==> src/rtl/fft_sched_pkg.sv <==
// Shared types for the FFT stage scheduler: FSM state encoding and the
// per-pair address bundle produced by the address generator.
package fft_sched_pkg;

   localparam int STATE_W    = 3;
   localparam int ADDR_W_MAX = 16;

   typedef enum logic [STATE_W-1:0] {
      IDLE  = 3'd0,
      READ  = 3'd1,
      LATCH = 3'd2,
      ISSUE = 3'd3,
      WAIT  = 3'd4,
      DONE  = 3'd5
   } state_t;

   // Fields are sized for the largest supported transform; users slice them.
   typedef struct packed {
      logic [ADDR_W_MAX-1:0] a;
      logic [ADDR_W_MAX-1:0] b;
      logic [ADDR_W_MAX-1:0] tw;
   } pair_addr_t;

endpackage

==> src/rtl/fft_addr_gen.sv <==
// Stage/pair counters for the in-place DIT FFT walk and the combinational
// operand (a, b) and twiddle addresses for the current pair.
module fft_addr_gen
   import fft_sched_pkg::*;
#(
   parameter int LOG_PTS = 3
) (
   input  logic       clk,
   input  logic       reset,
   input  logic       clear,
   input  logic       advance,
   output pair_addr_t addr,
   output logic       last
);

   logic [LOG_PTS-1:0] s;
   logic [LOG_PTS-2:0] j;
   logic [LOG_PTS-1:0] jx;
   logic [LOG_PTS-1:0] span;
   logic [LOG_PTS-1:0] mask;
   logic [LOG_PTS-1:0] a;
   logic [LOG_PTS-1:0] b;
   logic [LOG_PTS-1:0] shamt;
   logic [LOG_PTS-1:0] twf;

   always_ff @(posedge clk or negedge reset) begin
      if (!reset) begin
         s <= '0;
         j <= '0;
      end else if (clear) begin
         s <= '0;
         j <= '0;
      end else if (advance) begin
         j <= j + (LOG_PTS-1)'(1);
         if (j == '1)
            s <= s + LOG_PTS'(1);
      end
   end

   assign last = (s == LOG_PTS'(LOG_PTS-1)) && (j == '1);

   always_comb begin
      jx    = {1'b0, j};
      span  = LOG_PTS'(1) << s;
      mask  = span - LOG_PTS'(1);
      a     = ((jx >> s) << (s + LOG_PTS'(1))) | (jx & mask);
      b     = a | span;
      shamt = LOG_PTS'(LOG_PTS-1) - s;
      twf   = (jx & mask) << shamt;
      addr    = '0;
      addr.a  = ADDR_W_MAX'(a);
      addr.b  = ADDR_W_MAX'(b);
      addr.tw = ADDR_W_MAX'(twf);
   end

endmodule

==> src/rtl/fft_stage_scheduler.sv <==
// Sequencer driving one shared radix-2 butterfly over an external sample RAM
// and twiddle ROM. Optional cycle counter: FFT_SCHED_CYCLE_COUNT_EN.
//
// Handshakes: a transfer happens on a rising edge where val and rdy are both
// high; a val, once raised, is held with stable payload until that edge.
module fft_stage_scheduler
   import fft_sched_pkg::*;
#(
   parameter int n       = 32,
   parameter int LOG_PTS = 3
) (
   input  logic               clk,
   input  logic               reset,
   input  logic               start_val,
   output logic               start_rdy,
   output logic               done_val,
   input  logic               done_rdy,
   output logic               rd_en,
   output logic [LOG_PTS-1:0] rd_addr_a,
   output logic [LOG_PTS-1:0] rd_addr_b,
   input  logic [n-1:0]       rd_ar,
   input  logic [n-1:0]       rd_ac,
   input  logic [n-1:0]       rd_br,
   input  logic [n-1:0]       rd_bc,
   output logic [LOG_PTS-2:0] tw_addr,
   input  logic [n-1:0]       tw_wr,
   input  logic [n-1:0]       tw_wc,
   output logic               bf_recv_val,
   input  logic               bf_recv_rdy,
   output logic [n-1:0]       bf_ar,
   output logic [n-1:0]       bf_ac,
   output logic [n-1:0]       bf_br,
   output logic [n-1:0]       bf_bc,
   output logic [n-1:0]       bf_wr,
   output logic [n-1:0]       bf_wc,
   input  logic               bf_send_val,
   output logic               bf_send_rdy,
   input  logic [n-1:0]       bf_cr,
   input  logic [n-1:0]       bf_cc,
   input  logic [n-1:0]       bf_dr,
   input  logic [n-1:0]       bf_dc,
   output logic               wr_en,
   output logic [LOG_PTS-1:0] wr_addr_a,
   output logic [LOG_PTS-1:0] wr_addr_b,
   output logic [n-1:0]       wr_ar,
   output logic [n-1:0]       wr_ac,
   output logic [n-1:0]       wr_br,
   output logic [n-1:0]       wr_bc,
`ifdef FFT_SCHED_CYCLE_COUNT_EN
   output logic [31:0]        cycle_count,
`endif
   output logic [STATE_W-1:0] state_dbg
);

   state_t     state;
   pair_addr_t pa;
   logic       last;
   logic       start_acc;
   logic       unused_addr_bits;

   assign start_acc = (state == IDLE) && start_val;
   assign wr_en     = (state == WAIT) && bf_send_val;
   assign state_dbg = state;

   fft_addr_gen #(.LOG_PTS(LOG_PTS)) u_addr_gen (
      .clk     (clk),
      .reset   (reset),
      .clear   (start_acc),
      .advance (wr_en),
      .addr    (pa),
      .last    (last)
   );

   // Address and write-data buses read as zero whenever their strobe is low.
   assign rd_addr_a = rd_en ? pa.a[LOG_PTS-1:0]  : '0;
   assign rd_addr_b = rd_en ? pa.b[LOG_PTS-1:0]  : '0;
   assign tw_addr   = rd_en ? pa.tw[LOG_PTS-2:0] : '0;
   assign wr_ar     = wr_en ? bf_cr : '0;
   assign wr_ac     = wr_en ? bf_cc : '0;
   assign wr_br     = wr_en ? bf_dr : '0;
   assign wr_bc     = wr_en ? bf_dc : '0;

   assign unused_addr_bits = ^{pa.a[ADDR_W_MAX-1:LOG_PTS], pa.b[ADDR_W_MAX-1:LOG_PTS],
                               pa.tw[ADDR_W_MAX-1:LOG_PTS-1]};

   always_ff @(posedge clk or negedge reset) begin
      if (!reset) begin
         state       <= IDLE;
         start_rdy   <= 1'b1;
         done_val    <= 1'b0;
         rd_en       <= 1'b0;
         bf_recv_val <= 1'b0;
         bf_send_rdy <= 1'b0;
         bf_ar       <= '0;
         bf_ac       <= '0;
         bf_br       <= '0;
         bf_bc       <= '0;
         bf_wr       <= '0;
         bf_wc       <= '0;
         wr_addr_a   <= '0;
         wr_addr_b   <= '0;
      end else begin
         case (state)
            IDLE: if (start_val) begin
               start_rdy <= 1'b0;
               rd_en     <= 1'b1;
               state     <= READ;
            end
            READ: begin
               rd_en <= 1'b0;
               state <= LATCH;
            end
            LATCH: begin
               bf_ar       <= rd_ar;
               bf_ac       <= rd_ac;
               bf_br       <= rd_br;
               bf_bc       <= rd_bc;
               bf_wr       <= tw_wr;
               bf_wc       <= tw_wc;
               wr_addr_a   <= pa.a[LOG_PTS-1:0];
               wr_addr_b   <= pa.b[LOG_PTS-1:0];
               bf_recv_val <= 1'b1;
               state       <= ISSUE;
            end
            ISSUE: if (bf_recv_rdy) begin
               bf_recv_val <= 1'b0;
               bf_send_rdy <= 1'b1;
               state       <= WAIT;
            end
            WAIT: if (bf_send_val) begin
               bf_send_rdy <= 1'b0;
               if (last) begin
                  done_val <= 1'b1;
                  state    <= DONE;
               end else begin
                  rd_en <= 1'b1;
                  state <= READ;
               end
            end
            DONE: if (done_rdy) begin
               done_val  <= 1'b0;
               start_rdy <= 1'b1;
               state     <= IDLE;
            end
            default: state <= IDLE;
         endcase
      end
   end

`ifdef FFT_SCHED_CYCLE_COUNT_EN
   always_ff @(posedge clk or negedge reset) begin
      if (!reset)
         cycle_count <= '0;
      else if (start_acc)
         cycle_count <= '0;
      else if ((state != IDLE) && (state != DONE) && (cycle_count != '1))
         cycle_count <= cycle_count + 32'd1;
   end
`endif

endmodule

==> config.mk <==
export PLATFORM = sky130hd
export DESIGN_NAME = fft_stage_scheduler
export DESIGN_NICKNAME = d
export VERILOG_FILES = /design/src/rtl/fft_sched_pkg.sv /design/src/rtl/fft_addr_gen.sv /design/src/rtl/fft_stage_scheduler.sv
export SDC_FILE = /design/constraint.sdc
export NUM_CORES = 1
export LEC_CHECK = 0
export BUFFER_PORTS_ARGS = -buffer_cell sky130_fd_sc_hd__buf_2
export CAP_MARGIN = 20
export CORE_AREA = 5 5 256 258
export CTS_CLUSTER_SIZE = 16
export DETAILED_ROUTE_END_ITERATION = 12
export DIE_AREA = 0 0 261 263
export REMOVE_ABC_BUFFERS = 1
export SLEW_MARGIN = 20
export SYNTH_ARGS = -nofsm -noshare
export SYNTH_HDL_FRONTEND = slang
export SYNTH_HIERARCHICAL = 1
export SYNTH_SLANG_ARGS = --single-unit
==> constraint.sdc <==
create_clock -name clk -period 2.05 [get_ports clk]
set_input_delay 0.1025 -clock clk [delete_from_list [all_inputs] [get_ports clk]]
set_output_delay 0.1025 -clock clk [all_outputs]
set_load 0.02 [all_outputs]
# Word-level counts from Yosys, hierarchy flattened
# Cells that the tools add are included.
[classes]
addsub = 4
eq_ne = 13
n_bitwise = 3
muxes = 34
n_shift = 4
n_reduce_logical = 18
[op_table]
columns = ["cell", "count"]
rows = [
  ["2-to-1 mux 32 bit", 4],
  ["2-to-1 mux 3 bit", 10],
  ["case mux 3 bit (6 select lines)", 1],
  ["!= test 2 bit (second input constant)", 6],
  ["AND reduction 4 bit", 3],
  ["nonzero test 2 bit", 6],
  ["2-to-1 mux 1 bit", 11],
  ["equality test 3 x 2 -> 1 bit (second input constant)", 3],
  ["case mux 1 bit (2 select lines)", 4],
  ["equality test 3 bit (second input constant)", 2],
  ["2-to-1 mux 2 bit", 3],
  ["OR 3 bit", 2],
  ["AND reduction 3 bit", 2],
  ["AND reduction 2 bit", 2],
  ["adder 3 x 1 -> 3 bit (second input constant)", 1],
  ["bitwise AND 2 x 3 -> 3 bit", 1],
  ["equality test 3 x 1 -> 1 bit (second input constant)", 1],
  ["logical AND 1 bit", 3],
  ["zero test 3 bit", 1],
  ["case mux 1 bit (3 select lines)", 1],
  ["nonzero test 3 bit", 1],
  ["<< shifter 1 x 3 -> 3 bit (first input constant)", 1],
  ["<< shifter 3 x 3 -> 2 bit", 1],
  ["<< shifter 3 x 3 -> 3 bit", 1],
  ["other kinds (5)", 5],
]
[word_totals]
register_bits = 211
in_bits = 326
word_cells = 92
out_inout_bits = 343

# Logic depth before layout (Yosys ltp)
[depth]
word_depth = 6
ltp_mapped = 7
ltp_nobuf = 6

# Hierarchy
# Netlist, hierarchy kept.
[by_module_without_submodules]
columns = ["mod", "cells_per_inst", "area_per_inst_um2", "seq_area_each_um2", "n_inst"]
rows = [
  ["fft_stage_scheduler", 611, 8700.8, 5156.2, 1],
  ["fft_addr_gen", 97, 787.0, 125.1, 1],
]

# Worst setup path before layout
# No wires, ideal clock.
[synth_timing]
path_type = "register to output"
from = "reg u_addr_gen.s[0]"
to = "out rd_addr_b[1]"
arrival_ns = 1.933
setup_slack_ns = 0.014
path_buffers = 0
stages_incl_launch_ff = 7
required_time_ns = 1.947
cell_sequence = "dfrtp_1 > inv_1 > ha_1 > or4b_4 > o21bai_2 > a22o_1 > and2_1"
[synth_lines]
columns = ["element", "line", "text"]
rows = [
  ["start, declared", "fft_addr_gen.sv:16", "logic [LOG_PTS-1:0] s;"],
  ["start signal, assigned", "fft_addr_gen.sv:36", "s <= s + LOG_PTS'(1);"],
  ["end, declared", "fft_stage_scheduler.sv:20", "output logic [LOG_PTS-1:0] rd_addr_b,"],
]

==> flow_summary_export.csv <==
group,metric,value,unit
clock_tree,clkLatencyLatePin,540,ps
setup_path,reg2reg_slack,60,ps
layout,area_growth,99.9,%
die,core_area,0.0627,mm2
clock_tree,cts_tree,"done",
die,dieHeight,263,um
clock_tree,cts_htree_levels,1,
die,initial_core_util,14.6,%
power,power_per_cell_area,1290,mW/mm2
timing,slew_violations,0,
place,placedCellCount,2170,
global_routing,grt_max_degree,68,
timing,slew_headroom,61.4,%
detailed_routing,route.detailed.drc,0,
setup_path,reg2reg_from,"state_dbg[2]",
detailed_routing,via_per_inst,3.68,
timing,finalWorstSetupSlack,-404,ps
detailed_routing,vias,9023,
die,fp.dieW,261,um
synth,syn-mean-instance-area,13.8,um2
layout,layout_commonest_cell,"buf_2",
clock_tree,cts_buffer_depth,3,
timing,tightest_slew,578,ps
setup_path,required,1950,ps
place,gp_congestion,0.983,
clock_tree,cts-root-buf,"clkbuf_16",
place,io_buffers,668,
setup_path,critPathCaptureType,"output port",
setup_path,cp_data_arrival_time,2350,ps
detailed_routing,ant_nets,0,
detailed_routing,drt_iter0_markers,361,
global_routing,grt_overflow,0,
timing,setup_viol,125,
global_routing,antenna_found_initial,1,
power,power,0.0237,W
layout,fin_cells,2453,
global_routing,grt_pass1_vias,9929,
clock_tree,clk_pin_slew,60,ps
setup_path,startpoint,"u_addr_gen/s[1]",
die,num_io_pins,669,
place,dp_hpwl,33300,um
setup_path,crit_type,"reg -> out",
layout,final_cell_mix,"533 x buf_2, 208 x dfrtp_1, 197 x dlygate4sd3_1",
detailed_routing,wl_per_cell,18.9,um
synth,netlist_area,0.00918,mm2
job,max_cap_viol_count,0,
timing,fin_crit,2450,ps
detailed_routing,firstDrtPassIters,4,
worst_hold_path,hold_class,"in -> async",
layout,drive_gt1_share,63.1,%
timing,finalCritPeriodShare,120,%
clock_tree,numCtsBuffers,25,
layout,nets,1917,
timing,rsz0062_at_grt,"yes",
die,die_area,0.0686,mm2
timing,fin_setup_tns,-10270,ps
status,status,"finished with violations",
global_routing,grt_pass1_wl,64400,um
layout,post-route-util,29.2,%
power,vdd_drop_max,950,uV
detailed_routing,wirelength,46400,um
die,placementRows,92,
clock_tree,clkSinkCount,211,
synth,syn_inst,666,
timing,fmaxAchievable,408,MHz
timing,skew,14.9,ps
power,p_leak,8.77,nW
global_routing,grt_use_total,12.1,%
synth,yosys_warnings,6,
setup_path,r2r_cells,7,
timing,hold_violations,0,
setup_path,worst-path-max-fanout,4,
setup_path,setup.worst_path.start_class,"flop",
status,violations,"setup timing",
## path summary, 6_finish.rpt
kind                                    to
min in group clk                 bf_wr[19]
setup / recovery              rd_addr_a[1]
hold reg to reg                  start_rdy
setup reg to reg                 bf_bc[10]
max in group asynchronous  u_addr_gen/s[1]
hold / removal                   bf_bc[18]
## layout make-up
cell class,count,area (um2)
Sequential cell,211,5280
Clock inverter,8,104
Timing Repair Buffer,931,7130
Tap cell,846,1060
Inverter,7,26.3
Antenna cell,2,5.00
Fill cell,6349,44400
Multi-Input combinational cell,410,4000
Clock buffer,38,744
## state kept, by name (all words and copies together) (netlist names), 2 cells and up
signal and cells:
state_dbg 3, wr_addr_b 3, bf_ac 32, u_addr_gen/j 2
bf_br 32, u_addr_gen/s 3, wr_addr_a 3, bf_wc 32
bf_ar 32, bf_bc 32, bf_wr 32
## report_power, final
group          total, W  switching (W)  leakage (nW)  internal [W]
Combinational    0.0116        0.00643          5.87       0.00521
Clock           0.00457        0.00182         0.415       0.00276
Sequential      0.00751        0.00121          2.49       0.00630
## routing by layer
layer  wire [um]  GRT usage [%]
met5           0              0
met4        1260           3.27
met3        3500           3.12
met2       22800           21.3
met1       18900           14.7
## worst max-delay path, stage by stage (launching register included)
cell and delay [ps]:
dfrtp_2 440, inv_2 80, ha_4 200, or4b_4 540, nor3_2 170, a21o_1 120
and2_1 140, buf_6 120
## repair_timing
item,4_1_cts,5_1_grt
endpoints found under the setup margin,67,125
pin swaps,15,91
gates resized for setup,158,285
hold endpoints to repair,410,0
setup buffers,10,13
hold buffers,197,0
cloned,5,13
## per-stage QoR
step | hold slack, ps | cell area, um2 | setup slack (ps)
finish | 107 | 18300 | -404
detailed placement | 109 | 13700 | 35.8
floorplan | -193 | 8920 | -2120
CTS | 112 | 17200 | -453
global placement | 93.9 | 13700 | 58.6
global route | 144 | 18300 | -554
Note: power is estimated with default switching activity, not from simulation.
